File: src/rtl/link_sequencer_if.sv
// Frame handshake and serial link pins of link_sequencer.
// Defining AUTO_RUN_EN adds the free-running 'run' input.
interface link_sequencer_if;
  logic         start;
  logic [127:0] tx_frame;
  logic         busy;
  logic         done;
  logic [127:0] rx_frame;
  logic         link_clk;
  logic         link_sync;
  logic         link_txbit;
  logic         link_rxbit;
  logic         cpu_clk;
`ifdef AUTO_RUN_EN
  logic         run;
`endif

  modport master (
`ifdef AUTO_RUN_EN
    input  run,
`endif
    input  start, tx_frame, link_rxbit,
    output busy, done, rx_frame, link_clk, link_sync, link_txbit, cpu_clk
  );

  modport slave (
`ifdef AUTO_RUN_EN
    output run,
`endif
    output start, tx_frame, link_rxbit,
    input  busy, done, rx_frame, link_clk, link_sync, link_txbit, cpu_clk
  );
endinterface

File: src/rtl/link_sequencer.sv
// Board-side serial host link master: shifts four 32-bit slots each way, then pulses cpu_clk once.
// Optional AUTO_RUN_EN: 'run' starts frames back to back without 'start'.
module link_sequencer #(
  parameter int DIV     = 2,
  parameter int STEP_HI = 4,
  parameter int STEP_LO = 4
) (
  input  logic             clk_board,
  input  logic             sys_reset,
  link_sequencer_if.master bus
);

  localparam int STEP_MAX = (STEP_HI > STEP_LO) ? STEP_HI : STEP_LO;
  localparam int DIV_W    = $clog2(DIV) + 1;
  localparam int STEP_W   = $clog2(STEP_MAX) + 1;
  localparam logic [DIV_W-1:0]  DIV_LAST = DIV_W'(DIV - 1);
  localparam logic [STEP_W-1:0] HI_LAST  = STEP_W'(STEP_HI - 1);
  localparam logic [STEP_W-1:0] LO_LAST  = STEP_W'(STEP_LO - 1);

  typedef enum logic [2:0] {
    IDLE, SH_LO, SH_HI, SY_LO, SY_HI, STEP_H, STEP_L, DONE
  } state_t;

  state_t state, state_next;

  logic [DIV_W-1:0]  div_cnt;
  logic [4:0]        bit_cnt;
  logic [1:0]        slot;
  logic [STEP_W-1:0] step_cnt;
  logic [127:0]      shadow;
  logic [31:0]       rx_word;
  logic [127:0]      rx_frame_q;
  logic              go;
  logic              div_last;
  logic              step_last;
  logic              link_phase;

`ifdef AUTO_RUN_EN
  assign go = bus.start | bus.run;
`else
  assign go = bus.start;
`endif

  assign link_phase = (state == SH_LO) || (state == SH_HI) ||
                      (state == SY_LO) || (state == SY_HI);
  assign div_last   = (div_cnt == DIV_LAST);
  assign step_last  = (state == STEP_H) ? (step_cnt == HI_LAST) : (step_cnt == LO_LAST);

  always_ff @(posedge clk_board) begin
    if (sys_reset) begin
      state <= IDLE;
    end else begin
      state <= state_next;
    end
  end

  always_comb begin
    state_next = state;
    case (state)
      IDLE:    if (go)        state_next = SH_LO;
      SH_LO:   if (div_last)  state_next = SH_HI;
      SH_HI:   if (div_last)  state_next = (bit_cnt == 5'd31) ? SY_LO : SH_LO;
      SY_LO:   if (div_last)  state_next = SY_HI;
      SY_HI:   if (div_last)  state_next = (slot == 2'd3) ? STEP_H : SH_LO;
      STEP_H:  if (step_last) state_next = STEP_L;
      STEP_L:  if (step_last) state_next = DONE;
      DONE:                   state_next = IDLE;
      default:                state_next = IDLE;
    endcase
  end

  // Every phase ends exactly on its terminal count, so counters never wrap past it.
  always_ff @(posedge clk_board) begin
    if (sys_reset) begin
      div_cnt    <= '0;
      step_cnt   <= '0;
      bit_cnt    <= '0;
      slot       <= '0;
      shadow     <= '0;
      rx_word    <= '0;
      rx_frame_q <= '0;
    end else begin
      if (link_phase && !div_last) begin
        div_cnt <= div_cnt + 1'b1;
      end else begin
        div_cnt <= '0;
      end

      if (((state == STEP_H) || (state == STEP_L)) && !step_last) begin
        step_cnt <= step_cnt + 1'b1;
      end else begin
        step_cnt <= '0;
      end

      case (state)
        IDLE: begin
          if (go) begin
            shadow  <= bus.tx_frame;
            slot    <= '0;
            bit_cnt <= '0;
          end
        end
        SH_LO: begin
          if (div_last) begin
            rx_word[bit_cnt] <= bus.link_rxbit;
          end
        end
        SH_HI: begin
          if (div_last && (bit_cnt != 5'd31)) begin
            bit_cnt <= bit_cnt + 1'b1;
          end
        end
        SY_HI: begin
          if (div_last) begin
            rx_frame_q[{slot, 5'd0} +: 32] <= rx_word;
            bit_cnt <= '0;
            if (slot != 2'd3) begin
              slot <= slot + 1'b1;
            end
          end
        end
        default: ;
      endcase
    end
  end

  // txbit is held through SH_HI so it is stable across the rising link clock.
  always_comb begin
    bus.busy       = 1'b0;
    bus.done       = 1'b0;
    bus.link_clk   = 1'b0;
    bus.link_sync  = 1'b0;
    bus.link_txbit = 1'b0;
    bus.cpu_clk    = 1'b0;
    case (state)
      SH_LO: begin
        bus.busy       = 1'b1;
        bus.link_txbit = shadow[{slot, bit_cnt}];
      end
      SH_HI: begin
        bus.busy       = 1'b1;
        bus.link_clk   = 1'b1;
        bus.link_txbit = shadow[{slot, bit_cnt}];
      end
      SY_LO: begin
        bus.busy      = 1'b1;
        bus.link_sync = 1'b1;
      end
      SY_HI: begin
        bus.busy      = 1'b1;
        bus.link_sync = 1'b1;
        bus.link_clk  = 1'b1;
      end
      STEP_H: begin
        bus.busy    = 1'b1;
        bus.cpu_clk = 1'b1;
      end
      STEP_L:  bus.busy = 1'b1;
      DONE:    bus.done = 1'b1;
      default: ;
    endcase
  end

  assign bus.rx_frame = rx_frame_q;

endmodule

File: src/flat_wrapper.sv
// flat-port wrapper written by rule: the top's interface ports become plain ports
module link_sequencer_flat 
#(
  parameter int DIV     = 2,
  parameter int STEP_HI = 4,
  parameter int STEP_LO = 4
)
  (clk_board, sys_reset, bus_start, bus_tx_frame, bus_link_rxbit, bus_busy, bus_done, bus_rx_frame, bus_link_clk, bus_link_sync, bus_link_txbit, bus_cpu_clk);
  link_sequencer_if bus_i ();
  input  logic clk_board;
  input  logic sys_reset;
  input wire logic [$bits(bus_i.start)-1:0] bus_start;
  input wire logic [$bits(bus_i.tx_frame)-1:0] bus_tx_frame;
  input wire logic [$bits(bus_i.link_rxbit)-1:0] bus_link_rxbit;
  output wire logic [$bits(bus_i.busy)-1:0] bus_busy;
  output wire logic [$bits(bus_i.done)-1:0] bus_done;
  output wire logic [$bits(bus_i.rx_frame)-1:0] bus_rx_frame;
  output wire logic [$bits(bus_i.link_clk)-1:0] bus_link_clk;
  output wire logic [$bits(bus_i.link_sync)-1:0] bus_link_sync;
  output wire logic [$bits(bus_i.link_txbit)-1:0] bus_link_txbit;
  output wire logic [$bits(bus_i.cpu_clk)-1:0] bus_cpu_clk;
  assign bus_i.start = bus_start;
  assign bus_i.tx_frame = bus_tx_frame;
  assign bus_i.link_rxbit = bus_link_rxbit;
  assign bus_busy = bus_i.busy;
  assign bus_done = bus_i.done;
  assign bus_rx_frame = bus_i.rx_frame;
  assign bus_link_clk = bus_i.link_clk;
  assign bus_link_sync = bus_i.link_sync;
  assign bus_link_txbit = bus_i.link_txbit;
  assign bus_cpu_clk = bus_i.cpu_clk;
  link_sequencer #(.DIV(DIV), .STEP_HI(STEP_HI), .STEP_LO(STEP_LO)) u_core (.clk_board(clk_board), .sys_reset(sys_reset), .bus(bus_i));
endmodule
File: config.mk
export PLATFORM = sky130hd
export DESIGN_NAME = link_sequencer_flat
export DESIGN_NICKNAME = d
export VERILOG_FILES = /design/src/rtl/link_sequencer_if.sv /design/src/rtl/link_sequencer.sv /design/src/flat_wrapper.sv
export SDC_FILE = /design/constraint.sdc
export NUM_CORES = 1
export LEC_CHECK = 0
export ABC_CLOCK_PERIOD_IN_PS = 3080
export CORE_UTILIZATION = 51
export DETAILED_ROUTE_END_ITERATION = 8
export PLACE_DENSITY = 0.8
export SYNTH_ARGS = -nofsm -noshare
export SYNTH_HDL_FRONTEND = slang
export SYNTH_SLANG_ARGS = --single-unit
File: constraint.sdc
create_clock -name clk_board -period 3.08 [get_ports clk_board]
set_clock_uncertainty 0.1 [all_clocks]
set_input_delay 0.616 -clock clk_board [delete_from_list [all_inputs] [get_ports clk_board]]
set_output_delay 0.616 -clock clk_board [all_outputs]
set_load 0.05 [all_outputs]
---- Yosys cells after proc, flatten, opt, wreduce, memory -nomap -nowiden ----
Index checks and enable logic that the tools add are counted.
word-level totals
  flip-flop bits (word level) ............. 303
  bits in latches ......................... 0
  RAM bits ................................ 0
  memory bits (read-only) ................. 0
  output and inout bits ................... 134
  word-level logic and storage cells ...... 97
  memories ................................ 0
operators by class
  $add $sub $neg .......................... 5
  multiply operators ...................... 0
  div/mod/pow operators ................... 0
  order comparisons ....................... 3
  equality and inequality tests ........... 22
  shifts and indexed selects .............. 2
  multiplexer cells ....................... 30
  bitwise logic cells ..................... 2
  reduce and logical (&&, ||, !) cells .... 25
operator list
  kind                      count
  $bwmux 128                1
  $shift 32x9->128 const A  1
  $shiftx 32x9->128         1
  $bwmux 32                 1
  $mux 3                    8
  $pmux 3 s8                1
  $mux 5                    3
  $pmux 5 s3                1
  $eq 3x3->1 const B        4
  $ne 2x1->1 const B        6
  $reduce_or 2->1           5
  $eq 3x2->1 const B        3
  $neg 7->9                 1
  $lt 7x8->1 const B        1
  $mux 1                    8
  $mux 2                    4
  $ne 2x2->1 const B        4
  $reduce_and 4->1          2
  $bmux 1 s7                1
  $reduce_and 7->1          1
  $lt 5x6->1 const B        1
  $reduce_and 2->1          3
  $reduce_or 6->1           1
  $add 5x1->5 const B       1
  other kinds (17)          26

---- Logic depth before layout (Yosys ltp) ----
  depth in word-level cells ............... 7
  depth in mapped cells ................... 10

---- Worst setup path after synthesis ----
OpenSTA, ideal clock, no wires.
  path type ............................... flip-flop to output port
  start ................................... register u_core.bit_cnt[4]
  end ..................................... output port bus_link_txbit
  data arrival time ....................... 2.191 ns
  required time ........................... 2.364 ns
  path slack .............................. 0.173 ns
  cell stages (with the launch flop) ...... 9
  buffers on the path ..................... 2
  cell sequence ........................... dfxtp_1 > buf_2 > or3_1 > clkbuf_1 > o22a_1 > nand3_1 > a2111o_1 > nand3_1 > a21oi_1
on the way
  longest elaborated chain between the ends .. 3
RTL lines
  item                          line                                          source
  start: declaration            link_sequencer.sv:27                          logic [4:0] bit_cnt;
  start signal: assignment      link_sequencer.sv:110                         bit_cnt <= bit_cnt + 1'b1;
  $bmux 1 s7                    link_sequencer.sv:138, link_sequencer.sv:143
  $mux 1 (implied by the code)  link_sequencer.sv:138, link_sequencer.sv:143
  $mux 1                        n/a
  end: declaration              flat_wrapper.sv:20                            output wire logic [$bits(bus_i.link_txbit)-1:0] bus_link_txbit;
No other way between the ends. The select of a mux whose other input is x is not followed.

---- Worst setup path in the final report ----
  start ................................... register u_core.bit_cnt[1]
  end ..................................... output port bus_link_txbit
The elaborated chain is that of the path after synthesis.

==> flow_metrics.env <==
export IMPL_overflow=0
export IMPL_dp_cells=2021
export IMPL_p_comb_share_pct=11.8
export IMPL_yosysTopAreaCellShare_pct=49.0
export IMPL_status="finished, violations left"
export IMPL_synth_edf_count=0
export IMPL_slowest_stage="dfxtp_4"
export IMPL_switching_share_pct=24.4
export IMPL_cts_sinks=303
export IMPL_wl_met3_um=3350
export IMPL_failed_checks="negative setup slack"
export IMPL_ys_warn_count=0
export IMPL_maxSlewViolCount=0
export IMPL_netlist_area_um2=12400
export IMPL_cts_tree="done"
export IMPL_power_frac_seq_pct=46.8
export IMPL_worstPathArrival_ps=2490
export IMPL_finalCritPeriodShare_pct=104
export IMPL_postCtsHoldBufs=0
export IMPL_numCtsBuffers=29
export IMPL_drv_cap=0
export IMPL_path_buf_inv=3
export IMPL_tightest_slew_ps=770
export IMPL_muxShareOfSynthArea_pct=6.72
export IMPL_synthArstFlopShare_pct=0
export IMPL_yosys_area_top_type="dfxtp_1"
export IMPL_required_ps=2360
export IMPL_io_pins=266
export IMPL_routabilityCongestion=0.887
export IMPL_synthCells=1534
export IMPL_drive_above_1_share_pct=8.55
export IMPL_ys_seq_area_share_pct=49.0
export IMPL_pwr_density_cell_nw_per_um2=549
export IMPL_rows=56
export IMPL_whs_path_depth=1
export IMPL_fp_dieW_um=158
export IMPL_htreeDepth=1
export IMPL_setup_violations=1
export IMPL_viasPerCell=5.73
export IMPL_port_buffers=265
export IMPL_root_buffer="clkbuf_16"
export IMPL_synth_area_leaders="dfxtp_1 49%, nand2_1 13%, a21oi_1 11%"
export IMPL_yosys_area_share_simple_pct=23.0
export IMPL_critPathMaxFanout=14
export IMPL_vias=11900
export IMPL_syn_num_nets=1679
export IMPL_crit_family="compound AO/OA/AOI/OAI gates"
export IMPL_clock_latency_ps=540
export IMPL_setup_tns_ps=-125
export IMPL_p_int_mw=6.84
export IMPL_drt_iter0_drc=1037
export IMPL_synth_area_per_cell_um2=8.07
export IMPL_routedWlPerCell_um=17.9
export IMPL_wl_um=37200
export IMPL_peakVddDrop_mv=0.352
export IMPL_synth_xor_area_share_pct=0.283
export IMPL_rr_worst_depth=6
export IMPL_drtPass1Iterations=5
export IMPL_clkTransAtPathRegs_ps=60
export IMPL_final_core_util_pct=69.8
export IMPL_stdcell_count=2085
export IMPL_timing_fmax_ghz=0.312
export IMPL_clk_path_buf_depth=3
export IMPL_coreArea_um2=23600
export IMPL_ys_seq_elements=303
export IMPL_switching_power_mw=2.21
export IMPL_final_nets=1891
export IMPL_end_kind="output port"
export IMPL_maxSlewHeadroom_pct=48.7
export IMPL_wl_met1_um=14800
export IMPL_hold_path_end="u_core.step_cnt[0]"
export IMPL_min_delay_start="u_core.step_cnt[0]"
export IMPL_synthAdderAreaFrac_pct=1.31
export IMPL_antenna_found_initial=0
export IMPL_rrSetupSlack_ps=750
export IMPL_synth_top_family_by_area="simple AND/OR/NAND/NOR gates"
export IMPL_synth_compound_area_share_pct=14.5
export IMPL_multi_input_area_um2=5760
export IMPL_fin_crit_ps=3200
export IMPL_wl_met2_um=17400
export IMPL_dieArea_um2=24900
export IMPL_timing_final_hold_violations=0
export IMPL_crit_type="reg -> out"
export IMPL_slowest_delay_ps=450
export IMPL_grt_pass1_wl_um=57500
export IMPL_rsz0062_at_grt="yes"
export IMPL_fp_dieH_um=158
export IMPL_crit_top_cell="buf_12"
export IMPL_antenna_cells=0
export IMPL_syn_to_final_growth_pct=33.2
export IMPL_yosysUniqueCellTypes=53
export IMPL_setup_slack_ps=-125
export IMPL_grt_usage_pct=29.3
export IMPL_start_util_pct=52.4
export IMPL_rr_endpoint="u_core.rx_word[8]"
export IMPL_hold_ws_ps=326
export IMPL_hold_path_class="reg -> reg"
export IMPL_ant_nets=0
export IMPL_power_leakage_nw=5.71
export IMPL_critPathLaunchType="register"
export IMPL_grt_max_degree=129
export IMPL_grt_pass1_vias=11000
export IMPL_ys_flop_type="dfxtp_1"
export IMPL_top_layer_used="met4"
export IMPL_pwr_share_clk_pct=41.4
export IMPL_reg2reg_from="u_core.state[0]"
export IMPL_post_route_drc_count=0
export IMPL_crit_chain="buf_12, buf_16, mux2i_1, o22a_1, nand3_1, a2111o_1, nand3_2, a21oi_4, buf_12"
export IMPL_nFillCells=1863
export IMPL_dp_hpwl_um=24900
export IMPL_final_seq_area_um2=6080
power groups by stage:
stage | clock network (mW) | logic [mW] | registers (mW)
global placement | 0 | 0.972 | 4.31
CTS | 3.77 | 1.05 | 4.23
detailed placement | 0 | 0.996 | 4.31
floorplan | 0 | 0.670 | 4.24
global route | 3.95 | 1.17 | 4.24
finish | 3.75 | 1.07 | 4.23
how the worst max path moves through the flow:
stage	cells past startpoint	endpoint	from	slack, ps
after CTS	7	bus_link_txbit	u_core.bit_cnt[0]	-100
after floorplan	8	bus_link_txbit	u_core.bit_cnt[4]	170
after global placement	9	bus_link_txbit	u_core.bit_cnt[1]	220
final	9	bus_link_txbit	u_core.bit_cnt[1]	-120
after detailed placement	7	bus_link_txbit	u_core.bit_cnt[1]	210
after global routing	9	bus_link_txbit	u_core.bit_cnt[1]	-210
stage by stage:
| step | total power, mW | cell area [um^2] | setup slack, ps |
|---|---|---|---|
| final | 9.05 | 16500 | -125 |
| after global routing | 9.36 | 16500 | -213 |
| after CTS | 9.05 | 16400 | -96.3 |
| after detailed placement | 5.31 | 15200 | 210 |
| after global placement | 5.28 | 15200 | 215 |
| after floorplan | 4.91 | 12400 | 173 |
final cells by class:
cell class / instances / share of cell area (%)
flip-flops and latches: 303 / 36.9
repair buffers: 315 / 19.3
well taps: 319 / 2.42
inverters: 11 / 0.281
clock buffers: 41 / 5.22
multi-input cells: 1086 / 35.0
clock inverters: 10 / 0.956
state kept, by name, summed over array words and instances (netlist names):
register and count:
u_core.bit_cnt 5, u_core.bus.rx_frame 128, u_core.div_cnt 2, u_core.rx_word 32
u_core.shadow 128, u_core.slot 2, u_core.state 3, u_core.step_cnt 3
Yosys cell counts, drive strengths merged (2+ instances only):
| master | count |
|---|---|
| buf | 46 |
| xor2 | 2 |
| o21ai | 24 |
| mux2i | 35 |
| mux2 | 6 |
| o22ai | 6 |
| nor3 | 12 |
| nor2b | 2 |
| nand3b | 4 |
| or3 | 3 |
| mux4 | 18 |
| nor3b | 2 |
| dfxtp | 303 |
| o21bai | 2 |
| nand2b | 4 |
| a22oi | 8 |
| o2111ai | 2 |
| nand2 | 427 |
| nand3 | 158 |
| ha | 13 |
| nand4 | 3 |
| and2 | 10 |
| xnor2 | 2 |
| inv | 10 |
| nor2 | 38 |
| clkbuf | 88 |
| o221ai | 3 |
| a21oi | 283 |
| and3 | 6 |
worst register-to-register path, stage by stage (launching register included):
cell	delay (ps)
dfxtp_1	640
inv_1	190
nor3_2	420
and2_1	460
nand2_1	150
mux2i_1	180
nor2_1	50
layout by cell type (no fill, tap or decap), drive strengths merged, types with 6 or more instances in the layout:
master           n
mux4            18
mux2             6
o21ai           24
and3             6
dfxtp          303
nand2          427
and2            10
clkinv           7
o22ai            6
ha              13
mux2i           35
nor2            38
a21oi          283
a22oi            8
inv              9
nor3            12
buf             52
clkdlybuf4s50  262
nand3          158
clkbuf          42
cells by family (layout without fill, tap and decap cells):
logic type	count (synthesis)	in the layout
DFF	303	303
and+or+nand+nor	670	670
AOI/OAI and AO/OA	340	340
muxes	59	59
buffers and inverters	145	377
adders and majority gates	13	13
xor gates and xnor gates	4	4
what timing repair did:
action,in CTS,in global routing
setup buffers,9,2
endpoints found under the setup margin,2,1
resized for setup,23,13
gates cloned,1,1
pin swaps,10,5
layer usage:
metal / up-vias / track usage [%]
met2: 642 / 48.6
met1: 5563 / 37.9
met4: 0 / 12.9
met5: - / 0
met3: 116 / 4.30
li1: 5619 / -
No activity file was read; power rests on OpenSTA's default activity.
